## config.mk

```make
export PLATFORM = sky130hd
export DESIGN_NAME = ps2_key_receiver
export DESIGN_NICKNAME = d
export VERILOG_FILES = /design/src/rtl/ps2_pkg.sv /design/src/rtl/ps2_sync_filter.sv /design/src/rtl/ps2_key_receiver.sv
export SDC_FILE = /design/constraint.sdc
export NUM_CORES = 1
export LEC_CHECK = 0
export BUFFER_PORTS_ARGS = -buffer_cell sky130_fd_sc_hd__buf_2
export CORE_MARGIN = 2
export CORE_UTILIZATION = 55
export DETAILED_ROUTE_END_ITERATION = 12
export PLACE_DENSITY_LB_ADDON = 0.3
export SLEW_MARGIN = 40
export SYNTH_ARGS = -nofsm -noshare
export SYNTH_HDL_FRONTEND = slang
export SYNTH_SLANG_ARGS = --single-unit
```

## constraint.sdc

```tcl
create_clock -name clock -period 4.45 [get_ports clock]
set_input_delay 0.2225 -clock clock [delete_from_list [all_inputs] [get_ports clock]]
set_output_delay 0.2225 -clock clock [all_outputs]
set_load 0.005 [all_outputs]
```

## src/rtl/ps2_pkg.sv

```systemverilog
// Shared types and constants for the PS/2 keyboard receiver.
package ps2_pkg;

    typedef enum logic [1:0] {
        IDLE   = 2'd0,
        DATA   = 2'd1,
        PARITY = 2'd2,
        STOP   = 2'd3
    } ps2_state_e;

    localparam logic [7:0] BREAK_PREFIX = 8'hF0;
    localparam logic [7:0] EXT_PREFIX   = 8'hE0;

endpackage

```

## src/rtl/ps2_sync_filter.sv

```systemverilog
// Two-flop synchronizer plus glitch filter for one PS/2 line.
module ps2_sync_filter #(
    parameter int FILTER_LEN = 8
) (
    input  logic clock,
    input  logic reset,
    input  logic line_in,
    output logic line_out
);

    localparam int CW = $clog2(FILTER_LEN + 1);

    logic          sync1_q, sync1_d;
    logic          sync2_q, sync2_d;
    logic          filt_q, filt_d;
    logic [CW-1:0] cnt_q, cnt_d;

    // cnt_q counts consecutive synchronized samples that disagree with filt_q
    always_comb begin
        sync1_d = line_in;
        sync2_d = sync1_q;
        filt_d  = filt_q;
        cnt_d   = '0;
        if (sync2_q != filt_q) begin
            if (cnt_q == CW'(FILTER_LEN - 1)) begin
                filt_d = sync2_q;
            end else begin
                cnt_d = cnt_q + CW'(1);
            end
        end
    end

    always_ff @(posedge clock) begin
        if (!reset) begin
            sync1_q <= 1'b1;
            sync2_q <= 1'b1;
            filt_q  <= 1'b1;
            cnt_q   <= '0;
        end else begin
            sync1_q <= sync1_d;
            sync2_q <= sync2_d;
            filt_q  <= filt_d;
            cnt_q   <= cnt_d;
        end
    end

    assign line_out = filt_q;

endmodule

```

## src/rtl/ps2_key_receiver.sv

```systemverilog
// PS/2 keyboard frame receiver with scan-code FIFO and interrupt pulse.
// Define PS2_BREAK_FILTER_EN to drop break prefixes (F0) and the byte that follows.
module ps2_key_receiver
    import ps2_pkg::*;
#(
    parameter int FIFO_DEPTH     = 4,
    parameter int FILTER_LEN     = 8,
    parameter int TIMEOUT_CYCLES = 50000
) (
    input  logic                          clock,
    input  logic                          reset,
    input  logic                          ps2_clk,
    input  logic                          ps2_data,
    output logic                          key_interrupt,
    output logic [7:0]                    scan_code,
    output logic                          code_valid,
    input  logic                          code_ack,
    output logic [$clog2(FIFO_DEPTH):0]   fifo_count,
    output logic                          frame_err,
    output logic                          overflow
);

    localparam int AW = $clog2(FIFO_DEPTH);
    localparam int CW = AW + 1;
    localparam int TW = $clog2(TIMEOUT_CYCLES + 1);
    localparam logic [TW-1:0] TMO_LOAD = TW'(TIMEOUT_CYCLES - 1);

    logic clk_f, data_f;

    ps2_sync_filter #(.FILTER_LEN(FILTER_LEN)) u_clk_filter (
        .clock    (clock),
        .reset    (reset),
        .line_in  (ps2_clk),
        .line_out (clk_f)
    );

    ps2_sync_filter #(.FILTER_LEN(FILTER_LEN)) u_data_filter (
        .clock    (clock),
        .reset    (reset),
        .line_in  (ps2_data),
        .line_out (data_f)
    );

    logic clk_prev_q, clk_prev_d;
    logic fall;

    assign clk_prev_d = clk_f;
    assign fall       = clk_prev_q & ~clk_f;

    ps2_state_e    state_q, state_d;
    logic [2:0]    bit_cnt_q, bit_cnt_d;
    logic [7:0]    shift_q, shift_d;
    logic          par_ok_q, par_ok_d;
    logic [TW-1:0] tmo_q, tmo_d;
    logic          push_q, push_d;
    logic [7:0]    push_byte_q, push_byte_d;
    logic          ferr_q, ferr_d;
`ifdef PS2_BREAK_FILTER_EN
    logic          brk_q, brk_d;
`endif

    always_comb begin
        state_d     = state_q;
        bit_cnt_d   = bit_cnt_q;
        shift_d     = shift_q;
        par_ok_d    = par_ok_q;
        tmo_d       = tmo_q;
        push_d      = 1'b0;
        push_byte_d = push_byte_q;
        ferr_d      = 1'b0;
`ifdef PS2_BREAK_FILTER_EN
        brk_d       = brk_q;
`endif
        case (state_q)
            IDLE: begin
                if (fall && !data_f) begin
                    state_d   = DATA;
                    bit_cnt_d = 3'd0;
                    tmo_d     = TMO_LOAD;
                end
            end
            DATA: begin
                if (fall) begin
                    tmo_d     = TMO_LOAD;
                    shift_d   = {data_f, shift_q[7:1]};
                    bit_cnt_d = bit_cnt_q + 3'd1;
                    if (bit_cnt_q == 3'd7) begin
                        state_d = PARITY;
                    end
                end
            end
            PARITY: begin
                if (fall) begin
                    tmo_d    = TMO_LOAD;
                    par_ok_d = ^{data_f, shift_q};
                    state_d  = STOP;
                end
            end
            STOP: begin
                if (fall) begin
                    tmo_d   = '0;
                    state_d = IDLE;
                    if (par_ok_q && data_f) begin
`ifdef PS2_BREAK_FILTER_EN
                        if (shift_q == BREAK_PREFIX) begin
                            brk_d = 1'b1;
                        end else if (brk_q && shift_q != EXT_PREFIX) begin
                            brk_d = 1'b0;
                        end else begin
                            push_d      = 1'b1;
                            push_byte_d = shift_q;
                        end
`else
                        push_d      = 1'b1;
                        push_byte_d = shift_q;
`endif
                    end else begin
                        ferr_d = 1'b1;
                    end
                end
            end
            default: state_d = IDLE;
        endcase

        // inactivity watchdog: any in-frame cycle without a clock fall counts down
        if (state_q != IDLE && !fall) begin
            if (tmo_q == '0) begin
                state_d = IDLE;
                ferr_d  = 1'b1;
            end else begin
                tmo_d = tmo_q - TW'(1);
            end
        end
    end

    logic [7:0]    mem_q [FIFO_DEPTH];
    logic [7:0]    mem_d [FIFO_DEPTH];
    logic [AW-1:0] wr_ptr_q, wr_ptr_d;
    logic [AW-1:0] rd_ptr_q, rd_ptr_d;
    logic [CW-1:0] count_q, count_d;
    logic          ki_q, ki_d;
    logic          ovf_q, ovf_d;
    logic          pop, full, wr_en;

    // a pop frees the head slot in the same cycle, so a full FIFO still accepts the push
    always_comb begin
        pop      = code_ack && (count_q != '0);
        full     = (count_q == CW'(FIFO_DEPTH));
        wr_en    = push_q && (!full || pop);
        mem_d    = mem_q;
        wr_ptr_d = wr_ptr_q;
        rd_ptr_d = rd_ptr_q;
        count_d  = count_q;
        if (wr_en) begin
            mem_d[wr_ptr_q] = push_byte_q;
            wr_ptr_d        = wr_ptr_q + AW'(1);
        end
        if (pop) begin
            rd_ptr_d = rd_ptr_q + AW'(1);
        end
        case ({wr_en, pop})
            2'b10:   count_d = count_q + CW'(1);
            2'b01:   count_d = count_q - CW'(1);
            default: count_d = count_q;
        endcase
        ki_d  = wr_en;
        ovf_d = push_q && full && !pop;
    end

    always_ff @(posedge clock) begin
        if (!reset) begin
            clk_prev_q  <= 1'b1;
            state_q     <= IDLE;
            bit_cnt_q   <= 3'd0;
            shift_q     <= 8'h00;
            par_ok_q    <= 1'b0;
            tmo_q       <= '0;
            push_q      <= 1'b0;
            push_byte_q <= 8'h00;
            ferr_q      <= 1'b0;
`ifdef PS2_BREAK_FILTER_EN
            brk_q       <= 1'b0;
`endif
            mem_q       <= '{default: '0};
            wr_ptr_q    <= '0;
            rd_ptr_q    <= '0;
            count_q     <= '0;
            ki_q        <= 1'b0;
            ovf_q       <= 1'b0;
        end else begin
            clk_prev_q  <= clk_prev_d;
            state_q     <= state_d;
            bit_cnt_q   <= bit_cnt_d;
            shift_q     <= shift_d;
            par_ok_q    <= par_ok_d;
            tmo_q       <= tmo_d;
            push_q      <= push_d;
            push_byte_q <= push_byte_d;
            ferr_q      <= ferr_d;
`ifdef PS2_BREAK_FILTER_EN
            brk_q       <= brk_d;
`endif
            mem_q       <= mem_d;
            wr_ptr_q    <= wr_ptr_d;
            rd_ptr_q    <= rd_ptr_d;
            count_q     <= count_d;
            ki_q        <= ki_d;
            ovf_q       <= ovf_d;
        end
    end

    assign key_interrupt = ki_q;
    assign frame_err     = ferr_q;
    assign overflow      = ovf_q;
    assign fifo_count    = count_q;
    assign code_valid    = (count_q != '0);
    assign scan_code     = code_valid ? mem_q[rd_ptr_q] : 8'h00;

endmodule

```

==> results.json, run 1 <==
{
  "status": "finished, final reports clean",
  "ys.flop_type": "dfxtp_1",
  "nets": 522,
  "fmax_mhz": 393,
  "hp-class": "in2reg",
  "min_path_cells": 2,
  "cpLargestDelayFamily": "simple AND/OR/NAND/NOR gates",
  "slowest_delay_ns": 0.44,
  "grt_max_degree": 69,
  "ys_types": 51,
  "start_kind": "flop",
  "critPathMaxFanout": 41,
  "row_count": 33,
  "grt_first_pass_wirelength_mm": 15.0,
  "synth_nets": 518,
  "ys_seq_elements": 96,
  "vdd_drop_max_uv": 191,
  "crit_path_top_delay_cell": "nor4b_1",
  "cts_buffers": 9,
  "die_x_um": 95.2,
  "layout_min_cycle_time_ns": 2.55,
  "final_cell_mix": "96 x dfxtp_1, 58 x nand2_1, 48 x nand3_1, 46 x a21boi_0",
  "timing.final.crit_share": 0.572,
  "synth.avg_cell_area_um2": 9.19,
  "synth-edff-count": 0,
  "antenna_found_initial": 0,
  "clock_sinks": 96,
  "drt-initial-drc-count": 195,
  "syn_to_final_growth_pct": 7.39,
  "antennaDiodeCount": 0,
  "worstSkewPairLatency_ns": 0.36,
  "stdcell_count": 610,
  "drt-total-wl_mm": 9.02,
  "overflow": 0,
  "setup_tns_ns": 0,
  "relSlewSlack": 0.511,
  "die_area_um2": 9050,
  "powerDensity_nw_per_um2": 296,
  "io-pin-count": 20,
  "layout-drive-gt1-share": 0.117,
  "cts-root-buf": "clkbuf_8",
  "synth-seq-area-share": 0.421,
  "first_global_vias": 3185,
  "post-cts-setup-buffer-count": 0,
  "drc_errors": 0,
  "crit_type": "reg2reg",
  "end_kind": "flop",
  "groute.usage.overall": 0.211,
  "syn_area_um2": 4570,
  "critPathArrivalTime_ns": 2.83,
  "rsz0062_at_grt": "false",
  "maxCapViolCount": 0,
  "critPathMostFrequentCell": "inv_1",
  "r2r_cells": 10,
  "drtPass1Iterations": 5,
  "fin_skew_ns": 0.0103,
  "path_clk_slew_ns": 0.09,
  "p_total_mw": 1.45,
  "worstPathRequired_ns": 4.74,
  "cp.depth": 10,
  "clockBufferDepth": 2,
  "final_util": 0.603,
  "place_hpwl_mm": 6.01,
  "cts.htree.levels": 3,
  "ant_nets": 0,
  "viasPerCell": 5.72,
  "leakagePower_nw": 1.83,
  "core_area_um2": 8130,
  "dp.cells": 595,
  "wire_per_inst_um": 14.8,
  "cts_tree": "built",
  "max_slew.worst_pin.slew_ns": 0.734,
  "port_buffers": 19,
  "gp_congestion": 0.838,
  "final_common_cell": "dfxtp_1",
  "synth_warnings": 0,
  "crit_buf_inv": 3,
  "start_util": 0.562,
  "async_reset_ff_frac": 0,
  "hold_violations": 0,
  "synth_cells": 497,
  "setup_viol": 0,
  "cts_hold_buf": 0,
  "cts-resized-gates": 0,
  "vias": 3488,
  "drv_slew": 0,
  "crit_chain": "nor4b_1 > nor2b_2 > buf_4 > inv_1 > ha_1 > inv_1 > fa_1 > xor2_1 > or3_1 > a21boi_0",
  "die_y_um": 95.2
}
## kinds of logic after synthesis
| family | count (synthesis) | synth area share |
|---|---|---|
| AND/OR/NAND/NOR | 205 | 0.233 |
| flip-flops | 96 | 0.421 |
| AO/OA/AOI/OAI | 94 | 0.153 |
| buffers and inverters | 45 | 0.0386 |
| multiplexers | 21 | 0.0679 |
| XOR/XNOR | 20 | 0.0413 |
| adder cells (fa/ha/maj) | 16 | 0.0455 |
## routing by layer
layer	wire length, um	vias up	track usage
met4	106	0	0.0713
met3	387	11	0.0387
met1	4280	1659	0.297
met5	0	-	0
li1	-	1745	-
met2	4250	73	0.327
## report_power, final
group	switching (mW)	internal [mW]
registers	0.00101	0.860
clock network	0.297	0.272
logic	0.0135	0.0107
## sequential cells by signal (all words and copies together) (netlist names), 3 cells and up
| name | cells |
|---|---|
| mem_q | 32 |
| tmo_q | 16 |
| push_byte_q | 8 |
| shift_q | 8 |
| u_clk_filter.cnt_q | 4 |
| u_data_filter.cnt_q | 4 |
| bit_cnt_q | 3 |
| fifo_count | 3 |
## final timing paths
| kind | slack (ns) | end | start |
|---|---|---|---|
| worst max-delay path | 1.90 | fifo_count[2] | fifo_count[0] |
| worst max register to register | 1.90 | fifo_count[2] | fifo_count[0] |
| worst min-delay path | 0.04 | u_data_filter.sync1_q | ps2_data |
| worst min register to register | 0.42 | u_data_filter.sync2_q | u_data_filter.sync1_q |
## synth_stat cells, drive strengths merged (5+ instances only)
cell / instances / area (um^2)
ha: 15 / 188
or3: 5 / 36.3
clkbuf: 25 / 93.8
mux4: 8 / 180
and3: 6 / 37.5
nand2b: 6 / 37.5
inv: 15 / 56.3
dfxtp: 96 / 1920
nor3: 9 / 50.1
xor2: 9 / 78.8
mux2i: 13 / 130
nand2: 58 / 218
nand3: 48 / 240
nor2b: 15 / 93.8
xnor2: 10 / 87.6
a21o: 5 / 37.5
nor2: 19 / 71.3
and2: 18 / 113
a21boi: 46 / 345
a21oi: 8 / 40.0
o21ai: 9 / 45.0
a311oi: 6 / 52.6
buf: 5 / 26.3
## stage by stage
stage	setup slack (ns)	cell area, um^2	hold slack [ns]
6_report	1.90	4910	0.0412
3_3_place_gp	1.95	4710	0.391
2_1_floorplan	2.09	4570	0.324
4_1_cts	1.88	4910	0.0396
5_1_grt	1.70	4910	0.0410
3_5_place_dp	1.90	4710	0.400
## cell type report
cell class              instances  area [um^2]
multi-input cells             356         2480
repair buffers                 23          125
clock buffers                  10          138
clock inverters                 5         57.6
inverters                      15         56.3
flip-flops and latches         96         1920
well taps                     105          131
fillers                       722         3230
Note: power is estimated with default switching activity, not from simulation.
==> run 2, diff against run 1 <==
==> constraint.sdc (replaced) <==
create_clock -name clock -period 2.1 [get_ports clock]
set_input_delay 0.105 -clock clock [delete_from_list [all_inputs] [get_ports clock]]
set_output_delay 0.105 -clock clock [all_outputs]
set_load 0.005 [all_outputs]
==> results.json, run 2 (synthesis gave the netlist of run 1 again) <==
{
  "status": "finished, final reports clean",
  "drtPass1Iterations": 4,
  "nets": 547,
  "clkPwrFrac": 0.388,
  "cts.htree.levels": 3,
  "relSlewSlack": 0.591,
  "maxCapViolCount": 0,
  "antenna_found_initial": 0,
  "hold_end": "overflow",
  "row_count": 33,
  "layout-drive-gt1-share": 0.185,
  "timing.final.crit_share": 0.985,
  "fin_skew_ns": 0.0161,
  "critPathArrivalTime_ns": 2.35,
  "stdcell_count": 636,
  "drv_slew": 0,
  "core_area_um2": 8130,
  "die_area_um2": 9050,
  "syn_to_final_growth_pct": 13.8,
  "fmax_mhz": 484,
  "die_x_um": 95.2,
  "end_kind": "flop",
  "layout_min_cycle_time_ns": 2.07,
  "clock_sinks": 96,
  "final_cell_mix": "95 x dfxtp_1, 58 x nand2_1, 48 x nand3_1, 45 x a21boi_0, 26 x buf_4",
  "hp-class": "in2reg",
  "viasPerCell": 5.80,
  "groute.usage.overall": 0.217,
  "place_area_um2": 4890,
  "dp.cells": 616,
  "antennaDiodeCount": 0,
  "hold_violations": 0,
  "drc_errors": 0,
  "port_buffers": 19,
  "place_hpwl_mm": 6.36,
  "die_y_um": 95.2,
  "fill_cells": 667,
  "drt-total-wl_mm": 9.48,
  "leakagePower_nw": 1.95,
  "crit_type": "reg2reg",
  "start_util": 0.562,
  "start_kind": "flop",
  "reg2reg_setup_slack_ns": 0.03,
  "final_util": 0.639,
  "min_path_cells": 3,
  "largestRegisters": "mem_q: 32 flops, tmo_q: 16 flops",
  "final_common_cell": "dfxtp_1",
  "grt_first_pass_wirelength_mm": 15.7,
  "overflow": 0,
  "combPwrFrac": 0.020,
  "vias": 3689,
  "setup_viol": 0,
  "hold_ws_ns": 0.126,
  "hp-start": "code_ack",
  "wire_per_inst_um": 14.9,
  "drt-initial-drc-count": 145,
  "worstPathRequired_ns": 2.38,
  "reg2reg_to": "tmo_q[5]",
  "critPathMaxFanout": 7,
  "first_global_vias": 3401,
  "worstSkewPairLatency_ns": 0.36,
  "clockBufferDepth": 2,
  "design_area_um2": 5200,
  "grt_max_degree": 60,
  "cts-root-buf": "clkbuf_8",
  "powerDensity_nw_per_um2": 593,
  "r2r_start": "tmo_q[8]",
  "largest_register_ffs": 32,
  "path_clk_slew_ns": 0.09,
  "cts_buffers": 9,
  "vdd_drop_max_uv": 365,
  "power_frac_seq": 0.592,
  "p_switching_mw": 0.675,
  "r2r_cells": 5,
  "largest-register": "mem_q",
  "max_slew.worst_pin.slew_ns": 0.612,
  "gp_congestion": 0.889,
  "ant_nets": 0,
  "swShare": 0.219,
  "cts_tree": "built",
  "io-pin-count": 20,
  "p_int_mw": 2.41
}
## run 2: changes by cell type in the layout (fill, tap and decap cells not counted), moves of 2 or more
cell | before | now
buf_4 | 4 | 26
clkinvlp_4 | 0 | 2
dlygate4sd3_1 | 0 | 2
inv_1 | 15 | 13
## run 2: cell type report
| cell class | count | area (um^2) | share of cell area |
|---|---|---|---|
| Clock buffer | 10 | 128 | 0.0245 |
| Sequential cell | 96 | 1920 | 0.370 |
| Multi-Input combinational cell | 357 | 2580 | 0.497 |
| Tap cell | 105 | 131 | 0.0253 |
| Inverter | 15 | 58.8 | 0.0113 |
| Timing Repair Buffer | 47 | 310 | 0.0597 |
| Clock inverter | 6 | 67.6 | 0.0130 |
## run 2: repair_timing
item,CTS,global route
hold endpoints to repair,2,0
hold buffers,2,0
buffers inserted,0,1
cloned,0,1
gates resized for setup,1,13
pin swaps,0,4
setup endpoints to repair,1,15
## run 2: metal layers
layer,up-vias,track usage,share of wire
met5,-,0,0
met4,0,0.0700,0.015
met3,18,0.0324,0.052
met2,108,0.348,0.48
met1,1764,0.302,0.46
li1,1799,-,-
## run 2: worst max path at each step
stage / startpoint / end / slack [ns] / depth (start not counted)
4_1_cts: tmo_q[8] / tmo_q[10] / 0.0005 / 5
6_report: tmo_q[8] / tmo_q[5] / 0.03 / 5
5_1_grt: tmo_q[8] / tmo_q[5] / -0.02 / 5
2_1_floorplan: fifo_count[1] / fifo_count[2] / 0.002 / 11
3_5_place_dp: tmo_q[9] / tmo_q[7] / 0.03 / 5
3_3_place_gp: tmo_q[9] / tmo_q[10] / 0.05 / 5
## run 2: power by group through the flow
stage	combinational, mW	sequential, mW	clock [mW]
2_1_floorplan	0.0401	1.87	0
3_3_place_gp	0.0561	1.87	0
3_5_place_dp	0.0564	1.87	0
4_1_cts	0.0593	1.83	1.23
5_1_grt	0.0682	1.83	1.30
6_report	0.0615	1.83	1.20
## run 2: critical path: stages, from the launching register on
cell	delay (ns)
dfxtp_1	0.32
or3_4	0.41
or4b_4	0.56
o21a_4	0.28
o32ai_2	0.26
o2bb2ai_1	0.16
## run 2: stage by stage
step	setup TNS [ns]	total power [mW]	worst slack [ns]
floorplan	0	1.91	0.00221
global placement	0	1.92	0.0476
CTS	0	3.11	0.000469
finish	0	3.08	0.0318
detailed placement	0	1.92	0.0326
global route	-0.0539	3.20	-0.0223
